--- src/rtl/dm_bus_pkg.sv ---
// Shared definitions for the data-memory bus master: FSM state encoding,
// default watchdog limit and the word-alignment mask.
`timescale 1ns/1ps
package dm_bus_pkg;

  typedef enum logic [1:0] {
    DM_IDLE = 2'd0,
    DM_REQ  = 2'd1,
    DM_RSP  = 2'd2,
    DM_DONE = 2'd3
  } dm_bus_state_e;

  // Default number of REQ+RSP cycles before an access is abandoned
  localparam int unsigned DM_BUS_TIMEOUT_CYCLES = 255;

  // Byte-offset bits cleared to form a word-aligned bus address
  localparam logic [1:0] DM_BUS_WORD_OFS_MASK = 2'b11;

endpackage

--- src/rtl/dm_bus_master_if.sv ---
// Valid/ready data-bus channel between dm_bus_master and the memory side.
// Signal suffixes are relative to the master.
`timescale 1ns/1ps
interface dm_bus_master_if #(
  parameter int unsigned ADDR_BITS = 32,
  parameter int unsigned DATA_BITS = 32,
  parameter int unsigned WEB_BITS  = 4
) ();

  logic                 req_valid_o;
  logic                 req_ready_i;
  logic [ADDR_BITS-1:0] req_addr_o;
  logic                 req_write_o;
  logic [WEB_BITS-1:0]  req_wstrb_o;
  logic [DATA_BITS-1:0] req_wdata_o;
  logic                 rsp_valid_i;
  logic                 rsp_ready_o;
  logic [DATA_BITS-1:0] rsp_rdata_i;
  logic                 rsp_err_i;

  modport master (
    output req_valid_o, req_addr_o, req_write_o, req_wstrb_o, req_wdata_o,
    output rsp_ready_o,
    input  req_ready_i, rsp_valid_i, rsp_rdata_i, rsp_err_i
  );

  modport slave (
    input  req_valid_o, req_addr_o, req_write_o, req_wstrb_o, req_wdata_o,
    input  rsp_ready_o,
    output req_ready_i, rsp_valid_i, rsp_rdata_i, rsp_err_i
  );

endinterface

--- src/rtl/dm_bus_watchdog.sv ---
// Access watchdog: counts enabled cycles since the last clear and flags
// expiry on the LIMIT-th enabled cycle.
`timescale 1ns/1ps
module dm_bus_watchdog #(
  parameter int unsigned LIMIT = 255
) (
  input  logic clk,
  input  logic rst_n,
  input  logic clr_i,
  input  logic en_i,
  output logic expired_o
);

  localparam int unsigned CNT_BITS = (LIMIT < 2) ? 1 : $clog2(LIMIT + 1);

  logic [CNT_BITS-1:0] count_q, count_d;

  // Expiry and next count; the count saturates once expired
  always_comb begin
    expired_o = en_i && (count_q == CNT_BITS'(LIMIT - 1));
    count_d   = count_q;
    if (clr_i) begin
      count_d = '0;
    end else if (en_i && !expired_o) begin
      count_d = count_q + CNT_BITS'(1);
    end
  end

  // Counter register
  always_ff @(posedge clk or negedge rst_n) begin
    if (!rst_n) begin
      count_q <= '0;
    end else begin
      count_q <= count_d;
    end
  end

endmodule

--- src/rtl/dm_bus_master.sv ---
// Data-memory bus master: turns the MEM stage's combinational request into a
// valid/ready bus transaction and stalls the pipeline until it completes.
// Optional watchdog: define DM_BUS_TIMEOUT_EN to abandon stuck accesses.
`timescale 1ns/1ps
module dm_bus_master
  import dm_bus_pkg::*;
#(
  parameter int unsigned ADDR_BITS      = 32,
  parameter int unsigned DATA_BITS      = 32,
  parameter int unsigned WEB_BITS       = 4,
  parameter int unsigned TIMEOUT_CYCLES = DM_BUS_TIMEOUT_CYCLES
) (
  input  logic                 clk,
  input  logic                 rst,
  input  logic [ADDR_BITS-1:0] dm_addr_i,
  input  logic [DATA_BITS-1:0] dm_sw_i,
  input  logic [WEB_BITS-1:0]  dm_web_i,
  input  logic                 dm_rd_i,
  input  logic                 dm_wr_i,
  input  logic                 hold_i,
  output logic [DATA_BITS-1:0] data_o,
  output logic                 stall_o,
  output logic                 bus_err_o,
  dm_bus_master_if.master      bus
);

  dm_bus_state_e        state_q, state_d;
  logic [DATA_BITS-1:0] data_q, data_d;
  logic                 err_q, err_d;
  logic                 timeout;

`ifdef DM_BUS_TIMEOUT_EN
  // Counter is zero on the first REQ cycle because REQ is only entered from IDLE
  dm_bus_watchdog #(
    .LIMIT (TIMEOUT_CYCLES)
  ) u_watchdog (
    .clk       (clk),
    .rst_n     (rst),
    .clr_i     (state_q == DM_IDLE),
    .en_i      ((state_q == DM_REQ) || (state_q == DM_RSP)),
    .expired_o (timeout)
  );
`else
  // No watchdog: the limit has no effect and the bus is waited on indefinitely
  assign timeout = (TIMEOUT_CYCLES == 0) & 1'b0;
`endif

  assign data_o = data_q;

  // Next-state, captured data/error and all bus/pipeline outputs
  always_comb begin
    state_d         = state_q;
    data_d          = data_q;
    err_d           = err_q;
    stall_o         = 1'b0;
    bus_err_o       = 1'b0;
    bus.req_valid_o = 1'b0;
    bus.req_addr_o  = '0;
    bus.req_write_o = 1'b0;
    bus.req_wstrb_o = '0;
    bus.req_wdata_o = '0;
    bus.rsp_ready_o = 1'b0;

    unique case (state_q)
      DM_IDLE: begin
        if (dm_rd_i || dm_wr_i) begin
          stall_o = 1'b1;
          state_d = DM_REQ;
        end
      end
      DM_REQ: begin
        stall_o         = 1'b1;
        bus.req_valid_o = 1'b1;
        bus.req_addr_o  = {dm_addr_i[ADDR_BITS-1:2],
                           dm_addr_i[1:0] & ~DM_BUS_WORD_OFS_MASK};
        bus.req_write_o = dm_wr_i;
        bus.req_wstrb_o = dm_wr_i ? ~dm_web_i : '0;
        bus.req_wdata_o = dm_sw_i;
        if (bus.req_ready_i) begin
          state_d = DM_RSP;
        end else if (timeout) begin
          err_d   = 1'b1;
          state_d = DM_DONE;
          if (!dm_wr_i) data_d = '0;
        end
      end
      DM_RSP: begin
        stall_o         = 1'b1;
        bus.rsp_ready_o = 1'b1;
        if (bus.rsp_valid_i) begin
          err_d   = bus.rsp_err_i;
          state_d = DM_DONE;
          if (!dm_wr_i) data_d = bus.rsp_rdata_i;
        end else if (timeout) begin
          err_d   = 1'b1;
          state_d = DM_DONE;
          if (!dm_wr_i) data_d = '0;
        end
      end
      DM_DONE: begin
        bus_err_o = err_q;
        if (!hold_i) state_d = DM_IDLE;
      end
      default: state_d = DM_IDLE;
    endcase
  end

  // State, read-data and error registers
  always_ff @(posedge clk or negedge rst) begin
    if (!rst) begin
      state_q <= DM_IDLE;
      data_q  <= '0;
      err_q   <= 1'b0;
    end else begin
      state_q <= state_d;
      data_q  <= data_d;
      err_q   <= err_q & 1'b0 | err_d;
    end
  end

endmodule

--- src/flat_wrapper.sv ---
// flat-port wrapper written by rule: the top's interface ports become plain ports
module dm_bus_master_flat import dm_bus_pkg::*;
#(
  parameter int unsigned ADDR_BITS      = 32,
  parameter int unsigned DATA_BITS      = 32,
  parameter int unsigned WEB_BITS       = 4,
  parameter int unsigned TIMEOUT_CYCLES = DM_BUS_TIMEOUT_CYCLES
)
  (clk, rst, dm_addr_i, dm_sw_i, dm_web_i, dm_rd_i, dm_wr_i, hold_i, data_o, stall_o, bus_err_o, bus_req_valid_o, bus_req_addr_o, bus_req_write_o, bus_req_wstrb_o, bus_req_wdata_o, bus_rsp_ready_o, bus_req_ready_i, bus_rsp_valid_i, bus_rsp_rdata_i, bus_rsp_err_i);
  dm_bus_master_if #(.ADDR_BITS(ADDR_BITS), .DATA_BITS(DATA_BITS), .WEB_BITS(WEB_BITS)) bus_i ();
  input  logic clk;
  input  logic rst;
  input  logic [ADDR_BITS-1:0] dm_addr_i;
  input  logic [DATA_BITS-1:0] dm_sw_i;
  input  logic [WEB_BITS-1:0] dm_web_i;
  input  logic dm_rd_i;
  input  logic dm_wr_i;
  input  logic hold_i;
  output logic [DATA_BITS-1:0] data_o;
  output logic stall_o;
  output logic bus_err_o;
  output wire logic [$bits(bus_i.req_valid_o)-1:0] bus_req_valid_o;
  output wire logic [$bits(bus_i.req_addr_o)-1:0] bus_req_addr_o;
  output wire logic [$bits(bus_i.req_write_o)-1:0] bus_req_write_o;
  output wire logic [$bits(bus_i.req_wstrb_o)-1:0] bus_req_wstrb_o;
  output wire logic [$bits(bus_i.req_wdata_o)-1:0] bus_req_wdata_o;
  output wire logic [$bits(bus_i.rsp_ready_o)-1:0] bus_rsp_ready_o;
  input wire logic [$bits(bus_i.req_ready_i)-1:0] bus_req_ready_i;
  input wire logic [$bits(bus_i.rsp_valid_i)-1:0] bus_rsp_valid_i;
  input wire logic [$bits(bus_i.rsp_rdata_i)-1:0] bus_rsp_rdata_i;
  input wire logic [$bits(bus_i.rsp_err_i)-1:0] bus_rsp_err_i;
  assign bus_req_valid_o = bus_i.req_valid_o;
  assign bus_req_addr_o = bus_i.req_addr_o;
  assign bus_req_write_o = bus_i.req_write_o;
  assign bus_req_wstrb_o = bus_i.req_wstrb_o;
  assign bus_req_wdata_o = bus_i.req_wdata_o;
  assign bus_rsp_ready_o = bus_i.rsp_ready_o;
  assign bus_i.req_ready_i = bus_req_ready_i;
  assign bus_i.rsp_valid_i = bus_rsp_valid_i;
  assign bus_i.rsp_rdata_i = bus_rsp_rdata_i;
  assign bus_i.rsp_err_i = bus_rsp_err_i;
  dm_bus_master #(.ADDR_BITS(ADDR_BITS), .DATA_BITS(DATA_BITS), .WEB_BITS(WEB_BITS), .TIMEOUT_CYCLES(TIMEOUT_CYCLES)) u_core (.clk(clk), .rst(rst), .dm_addr_i(dm_addr_i), .dm_sw_i(dm_sw_i), .dm_web_i(dm_web_i), .dm_rd_i(dm_rd_i), .dm_wr_i(dm_wr_i), .hold_i(hold_i), .data_o(data_o), .stall_o(stall_o), .bus_err_o(bus_err_o), .bus(bus_i));
endmodule
--- config.mk ---
export PLATFORM = sky130hd
export DESIGN_NAME = dm_bus_master_flat
export DESIGN_NICKNAME = d
export VERILOG_FILES = /design/src/rtl/dm_bus_pkg.sv /design/src/rtl/dm_bus_master_if.sv /design/src/rtl/dm_bus_watchdog.sv /design/src/rtl/dm_bus_master.sv /design/src/flat_wrapper.sv
export SDC_FILE = /design/constraint.sdc
export NUM_CORES = 1
export LEC_CHECK = 0
export ABC_AREA = 0
export BUFFER_PORTS_ARGS = -buffer_cell sky130_fd_sc_hd__buf_2
export CELL_PAD_IN_SITES_DETAIL_PLACEMENT = 1
export CELL_PAD_IN_SITES_GLOBAL_PLACEMENT = 2
export CORE_ASPECT_RATIO = 1.2
export CORE_MARGIN = 2
export CORE_UTILIZATION = 20
export CTS_CLUSTER_DIAMETER = 100
export CTS_CLUSTER_SIZE = 16
export DETAILED_ROUTE_END_ITERATION = 6
export GPL_TIMING_DRIVEN = 0
export PLACE_DENSITY = 0.89
export SLEW_MARGIN = 10
export SYNTH_ARGS = -nofsm -noshare
export SYNTH_HDL_FRONTEND = slang
export SYNTH_SLANG_ARGS = --single-unit
export TNS_END_PERCENT = 1
--- constraint.sdc ---
create_clock -name clk -period 3.05 [get_ports clk]
set_input_delay 0.4575 -clock clk [delete_from_list [all_inputs] [get_ports clk]]
set_output_delay 0.4575 -clock clk [all_outputs]
set_load 0.01 [all_outputs]
# ---- Word level (Yosys, flattened, before mapping)
# Index checks and enable logic that the tools add are counted.
dict set report word_totals {
  n_memories 0
  ramBits 0
  register_bits 35
  mem_bits_ro 0
  word_cells 33
  latch_bits 0
  inputBits 108
}
dict set report classes {
  bitwise_logic 2
  mul 0
  order_cmp 0
  n_addsub 0
  n_div 0
  eq_ne 7
  n_mux 15
  shift 0
  n_reduce_logical 6
}
# operator n
set ops {}
lappend ops {{$mux 32} 2}
lappend ops {{$mux 2} 4}
lappend ops {{$mux 4} 2}
lappend ops {{$pmux 2 s4} 1}
lappend ops {{$ne 2x2->1 const B} 3}
lappend ops {{$mux 1} 5}
lappend ops {{$eq 2x2->1 const B} 2}
lappend ops {{$not 4->4} 1}
lappend ops {{$reduce_and 4->1} 1}
lappend ops {{$reduce_and 3->1} 1}
lappend ops {{$eq 2x1->1 const B} 1}
lappend ops {{$logic_not 2->1} 1}
lappend ops {{$ne 2x1->1 const B} 1}
lappend ops {{$pmux 1 s2} 1}
lappend ops {{$reduce_and 2->1} 1}
lappend ops {{$reduce_or 2->1} 1}
lappend ops {{$logic_or 1x1->1} 1}
lappend ops {{$not 1->1} 1}

# ---- Logic depth before layout (Yosys ltp)
# Gate-level depths: netlist of the first run.
dict set report depth {
  ltp_word 3
  ltp_mapped 7
  depth_no_buf 5
}

# ---- Least setup slack after synthesis of the first run
# OpenSTA, ideal clock, no wires.
dict set report synth_path {
  path_kind {reg2reg}
  from {register u_core.state_q[0]}
  to {register u_core.data_q[0], in the netlist u_core.data_o[0]}
  path_slack_ns 1.297
  path_stages_with_launch 8
  period_less_slack_ns 1.753
  setup_ns 0.125
  arrival_ns 1.628
  required_ns 2.925
  cell_sequence {dfrtp_1 > inv_1 > ha_1 > nand2_1 > or2_1 > buf_6 > buf_12 > mux2_4}
}
dict set report synth_via {
  elab_chain_len 2
}
# item line_no
set synth_lines {}
lappend synth_lines {{start, declared} dm_bus_master.sv:27} ;# dm_bus_state_e state_q, state_d;
lappend synth_lines {{start signal, assigned} dm_bus_master.sv:115} ;# state_q <= state_d;
lappend synth_lines {{$eq 2x2->1} n/a}
lappend synth_lines {{$reduce_and 3->1 (no line)} n/a}
lappend synth_lines {{end signal, assigned} dm_bus_master.sv:116} ;# data_q <= data_d;
lappend synth_lines {{end, declared} dm_bus_master.sv:28} ;# logic [DATA_BITS-1:0] data_q, data_d;
# Every way passes these cells.
# A chain may end at the register's enable or synchronous reset.

# ---- Worst setup path in the final report of the first run
dict set report layout_path {
  from {register u_core.state_q[1]}
  to {output port bus_req_addr_o[21]}
}
dict set report layout_via {
  elab_chain_len 2
}
# item line_no
set layout_lines {}
lappend layout_lines {{$eq 2x1->1} dm_bus_master.sv:64} ;# unique case (state_q)
lappend layout_lines {{$mux 32} dm_bus_master.sv:64}
lappend layout_lines {{end, declared} flat_wrapper.sv:23} ;# output wire logic [$bits(bus_i.req_addr_o)-1:0] bus_req_addr_o;
# Every way passes these cells.

==> results of run 1 <==
==> cell families after synthesis <==
family | Yosys count
other cells | 1
fa+ha+maj | 7
simple gates | 76
compound gates | 4
mux | 34
flops | 35
buf+inv | 16
==> stage by stage <==
stage | setup slack [ps] | area, um2 | utilization | hold WS [ps] | cells
global placement | 989 | 3270 | 0.325 | 482 | 508
global route | 463 | 3420 | 0.340 | 324 | 515
finish | 658 | 3420 | 0.340 | 259 | 515
detailed placement | 934 | 3270 | 0.325 | 490 | 508
floorplan | 1300 | 2080 | - | 162 | 174
CTS | 622 | 3420 | 0.340 | 286 | 515
==> worst paths after layout <==
check,start,end,slack [ps]
worst max-delay path,u_core.state_q[1],bus_req_addr_o[21],660
worst min-delay path,rst,u_core.data_o[9],260
worst max register to register,u_core.state_q[0],u_core.data_o[25],1170
worst min register to register,u_core.data_o[0],u_core.data_o[0],500
max in group asynchronous,rst,u_core.state_q[0],2290
min in group clk,bus_rsp_rdata_i[18],u_core.data_o[18],410
==> power by group through the flow <==
stage,logic [mW],clock network (mW),registers [mW]
floorplan,0.915,0,0.936
global placement,1.69,0,0.826
detailed placement,1.73,0,0.856
CTS,1.74,0.511,0.853
global route,1.87,0.529,0.884
finish,1.70,0.498,0.852
==> per-layer routing <==
metal	vias to the layer above	wire, um	track usage
met4	0	82	0.0366
met1	946	2860	0.148
met5	-	0	0
met3	7	843	0.0458
li1	980	-	-
met2	147	3770	0.239
==> critical path, stage by stage (launching register included) <==
cell      delay, ps
dfrtp_1         430
inv_1           160
ha_1            430
clkbuf_1        270
and2_1          210
buf_2           140
==> sequential cells by signal (all words and copies together) (netlist names) <==
| name | count |
|---|---|
| u_core.state_q | 2 |
| u_core.data_o | 32 |
| u_core.err_q | 1 |
==> area by class of cell <==
type | count | area [um2]
Multi-Input combinational cell | 123 | 1080
Sequential cell | 35 | 876
Buffer | 12 | 109
Clock inverter | 1 | 5.00
Timing Repair Buffer | 208 | 1040
Tap cell | 126 | 158
Inverter | 4 | 15.0
Fill cell | 1210 | 6640
Clock buffer | 6 | 139
==> cell usage in the layout (no fill, tap or decap), types with 4 or more instances in the layout <==
master,instances
nor2_1,4
ha_1,7
buf_2,208
mux2_4,30
dfrtp_1,35
inv_1,4
clkbuf_1,6
clkbuf_16,5
and2_1,64
==> impl_metrics.toml, run 1 <==
[synth]
ys.flop_type = "dfrtp_1"
yosys_warnings = 0
synth_top_family_by_area = "multiplexers"
synth_area_leaders = "dfrtp_1 (42%), mux2_4 (22%), and2_1 (19%)"
synth_xor_area_frac = 0
ys_seq_area_frac = 0.423
avgSynthCellArea_um2 = 12.0
yosysMostFrequentCell = "and2_1"
synth.top_cells.by_count = "and2_1 (64), dfrtp_1 (35), mux2_4 (30), ha_1 (7), clkbuf_1 (6)"
synth_seq_cells = 35
synthAdderAreaFrac = 0.0423
synth_compound_area_frac = 0.0133
synth_cells = 173
ys_async_sr_fraction = 1.00
yosys.area_share.simple = 0.222
synth_top_area_share = 0.423
synth_cell_type_count = 23
synth_area_mm2 = 0.00207
synth_edf_count = 0
synth_top_cell_by_area = "dfrtp_1"
synth.area.mux_share = 0.239

[status]
status = "complete, no violations"

[timing]
setup_violations = 0
worstMarginPinSlew_ps = 785
fin_setup_tns_ps = 0
rsz0062_at_grt = "false"
skew_ps = 3.37
post-route-period-util = 0.784
finalHoldViolCount = 0
fmax_mhz = 418
relSlewSlack = 0.476
slew_viol_final = 0
period_needed_ps = 2390

[pwr]
power.switching_mw = 1.14
p_int_mw = 1.91
worst_ir_drop_vdd_uv = 252
switching_share = 0.374
pwr-share-comb = 0.558
p_leak_nw = 2.06
total_power_mw = 3.05
power.density_mw_per_mm2 = 894
p_seq_frac = 0.279
clkPwrFrac = 0.163

[routing]
dr.pass1.iters = 4
vias_per_cell = 4.04
routedWlPerCell_um = 14.7
drc_errors = 0
drt_iter0_drc = 23
dr_total_vias = 2080
drt_wl_total_mm = 7.55
antenna_left = 0

[cts]
hold_buffers = 0
cts_buffers = 5
clockBufferDepth = 2
cts_tree = "done"
cts.sinks = 35
ctsResizeCount = 0
htree_levels = 2
clk_pin_slew_ps = 50
root_buffer = "clkbuf_16"
clock_latency_ps = 280
postCtsSetupRepairBufs = 0

[floorplanning]
num_rows = 40
io_pins = 213
start_util = 0.206
core_mm2 = 0.0101
die_width_um = 96.9
dieArea_mm2 = 0.0112
die_y_um = 116

[cells_and_area]
drive_above_1_share = 0.656
final_nets = 504
syn_to_final_growth_pct = 65.0
diodes = 0

[grt]
grt_pass1_vias = 2321
grt_max_degree = 36
grtUsageTotal = 0.132
grt_first_pass_wirelength_mm = 11.8
antenna_found_initial = 0
overflow = 0

[place]
dp_hpwl_mm = 6.45
place.gp.congestion = 0.774
port_buffers = 208

[setup_path]
cp.arrival_ps = 1930
critPathMaxFanout = 10
reg2regPathDepth = 7
start_kind = "register"
path_class = "register to output pin"
cp.required_ps = 2590
crit_path_end_kind = "output pin"

[run]
maxCapViolations = 0

[hold_path]
min_path_type = "input port to asynchronous set/reset pin"
Note: power is estimated with default switching activity, not from simulation.
==> inputs of run 2 (changes only) <==
- CORE_UTILIZATION: 20 -> 18
- PLACE_DENSITY: 0.89 -> 0.81
- clock period: 3.05 -> 2.46 ns (I/O delays scaled with it)
==> impl_metrics.toml, run 2 (synthesis gave the netlist of run 1 again) <==
[status]
status = "complete, no violations"

[setup_path]
start_kind = "register"
reg2regPathDepth = 7
critPathMaxFanout = 10
cp.required_ps = 2090
cp.arrival_ps = 1790
rr_startpoint = "u_core.state_q[0]"
rr_endpoint = "u_core.data_o[14]"
crit_path_end_kind = "output pin"
path_class = "register to output pin"
rrSetupSlack_ps = 610

[place]
port_buffers = 208
dp_slack_ps = 424
place.gp.congestion = 0.729
dp_hpwl_mm = 6.07
placed_cell_area_mm2 = 0.00331

[routing]
drt_wl_total_mm = 7.04
dr_total_vias = 2094
drt_iter0_drc = 21
vias_per_cell = 3.85
routedWlPerCell_um = 12.9
dr.pass1.iters = 4
drc_errors = 0
antenna_left = 0

[cells_and_area]
largest_reg_flops = 32
regArea_um2 = 876
final_nets = 504
finish.utilization = 0.313
layout_commonest_cell = "buf_2"
layout_common_cells = "buf_2 (208), and2_1 (64), dfrtp_1 (35), mux2_4 (30)"
diodes = 0
postLayoutCellArea_mm2 = 0.00349
syn_to_final_growth_pct = 68.2
fillers = 1370
multi_input_area_mm2 = 0.00108
drive_above_1_share = 0.659

[pwr]
worst_ir_drop_vdd_uv = 482
power.density_mw_per_mm2 = 1110
p_leak_nw = 2.07

[run]
maxCapViolations = 0

[timing]
fin_setup_tns_ps = 0
slew_viol_final = 0
skew_ps = 2.16
post-route-period-util = 0.876
finalHoldViolCount = 0
worstMarginPinSlew_ps = 787
relSlewSlack = 0.475
rsz0062_at_grt = "false"
fmax_mhz = 464
worst_slack_ps = 305
hold_ws_ps = 174
setup_violations = 0
period_needed_ps = 2160

[floorplanning]
core_mm2 = 0.0111
start_util = 0.186
die_y_um = 122
num_rows = 42
die_width_um = 102
dieArea_mm2 = 0.0124
io_pins = 213

[cts]
htree_levels = 2
cts_buffers = 5
clk_pin_slew_ps = 50
root_buffer = "clkbuf_16"
postCtsSetupRepairBufs = 0
cts_tree = "done"
cts.sinks = 35
clockBufferDepth = 2
clock_latency_ps = 280

[grt]
grtUsageTotal = 0.110
overflow = 0
antenna_found_initial = 0
grt_pass1_vias = 2261
grt_max_degree = 36
grt_first_pass_wirelength_mm = 10.7

[hold_path]
min_path_type = "input port to asynchronous set/reset pin"
-- run 2: cell type report --
class,count,share of cell area
multi-input cells,123,0.309
repair buffers,208,0.299
flip-flops and latches,35,0.251
well taps,154,0.0553
clock buffers,6,0.0398
plain buffers,12,0.0312
clock inverters,2,0.0101
inverters,4,0.00431
-- run 2: timing repair --
action,4_1_cts,5_1_grt
hold buffers,0,0
resized for setup,0,1
endpoints found under the setup margin,0,1
-- run 2: worst max path at each step --
| stage | startpoint | endpoint |
|---|---|---|
| 5_1_grt | u_core.state_q[1] | bus_req_addr_o[9] |
| 3_3_place_gp | u_core.state_q[1] | bus_req_addr_o[9] |
| 2_1_floorplan | u_core.state_q[0] | u_core.data_o[0] |
| 3_5_place_dp | u_core.state_q[1] | bus_req_addr_o[9] |
| 4_1_cts | u_core.state_q[1] | bus_req_addr_o[9] |
| 6_report | u_core.state_q[1] | bus_req_addr_o[9] |
-- run 2: per-layer routing --
metal / vias up / global-route usage / part of all wire
met2: 148 / 0.208 / 0.51
met5: - / 0 / 0
met4: 0 / 0.0358 / 0.015
li1: 979 / - / -
met1: 956 / 0.110 / 0.35
met3: 11 / 0.0396 / 0.12
-- run 2: where the power goes --
group	internal, mW	total, mW	leakage (nW)	switching, mW
sequential	0.872	1.04	0.419	0.169
clock	0.503	0.728	0.0868	0.225
combinational	1.11	2.10	1.57	0.990
-- run 2: metrics by stage --
stage	cells	total power [mW]
after floorplan	174	2.30
after global placement	536	3.13
after detailed placement	536	3.18
after CTS	544	3.95
after global routing	544	4.18
final	544	3.87
-- run 2: worst max-delay path, stage by stage, from the launching register on --
cell,delay [ps]
dfrtp_1,410
inv_1,150
ha_2,300
clkbuf_1,290
and2_1,210
buf_2,140
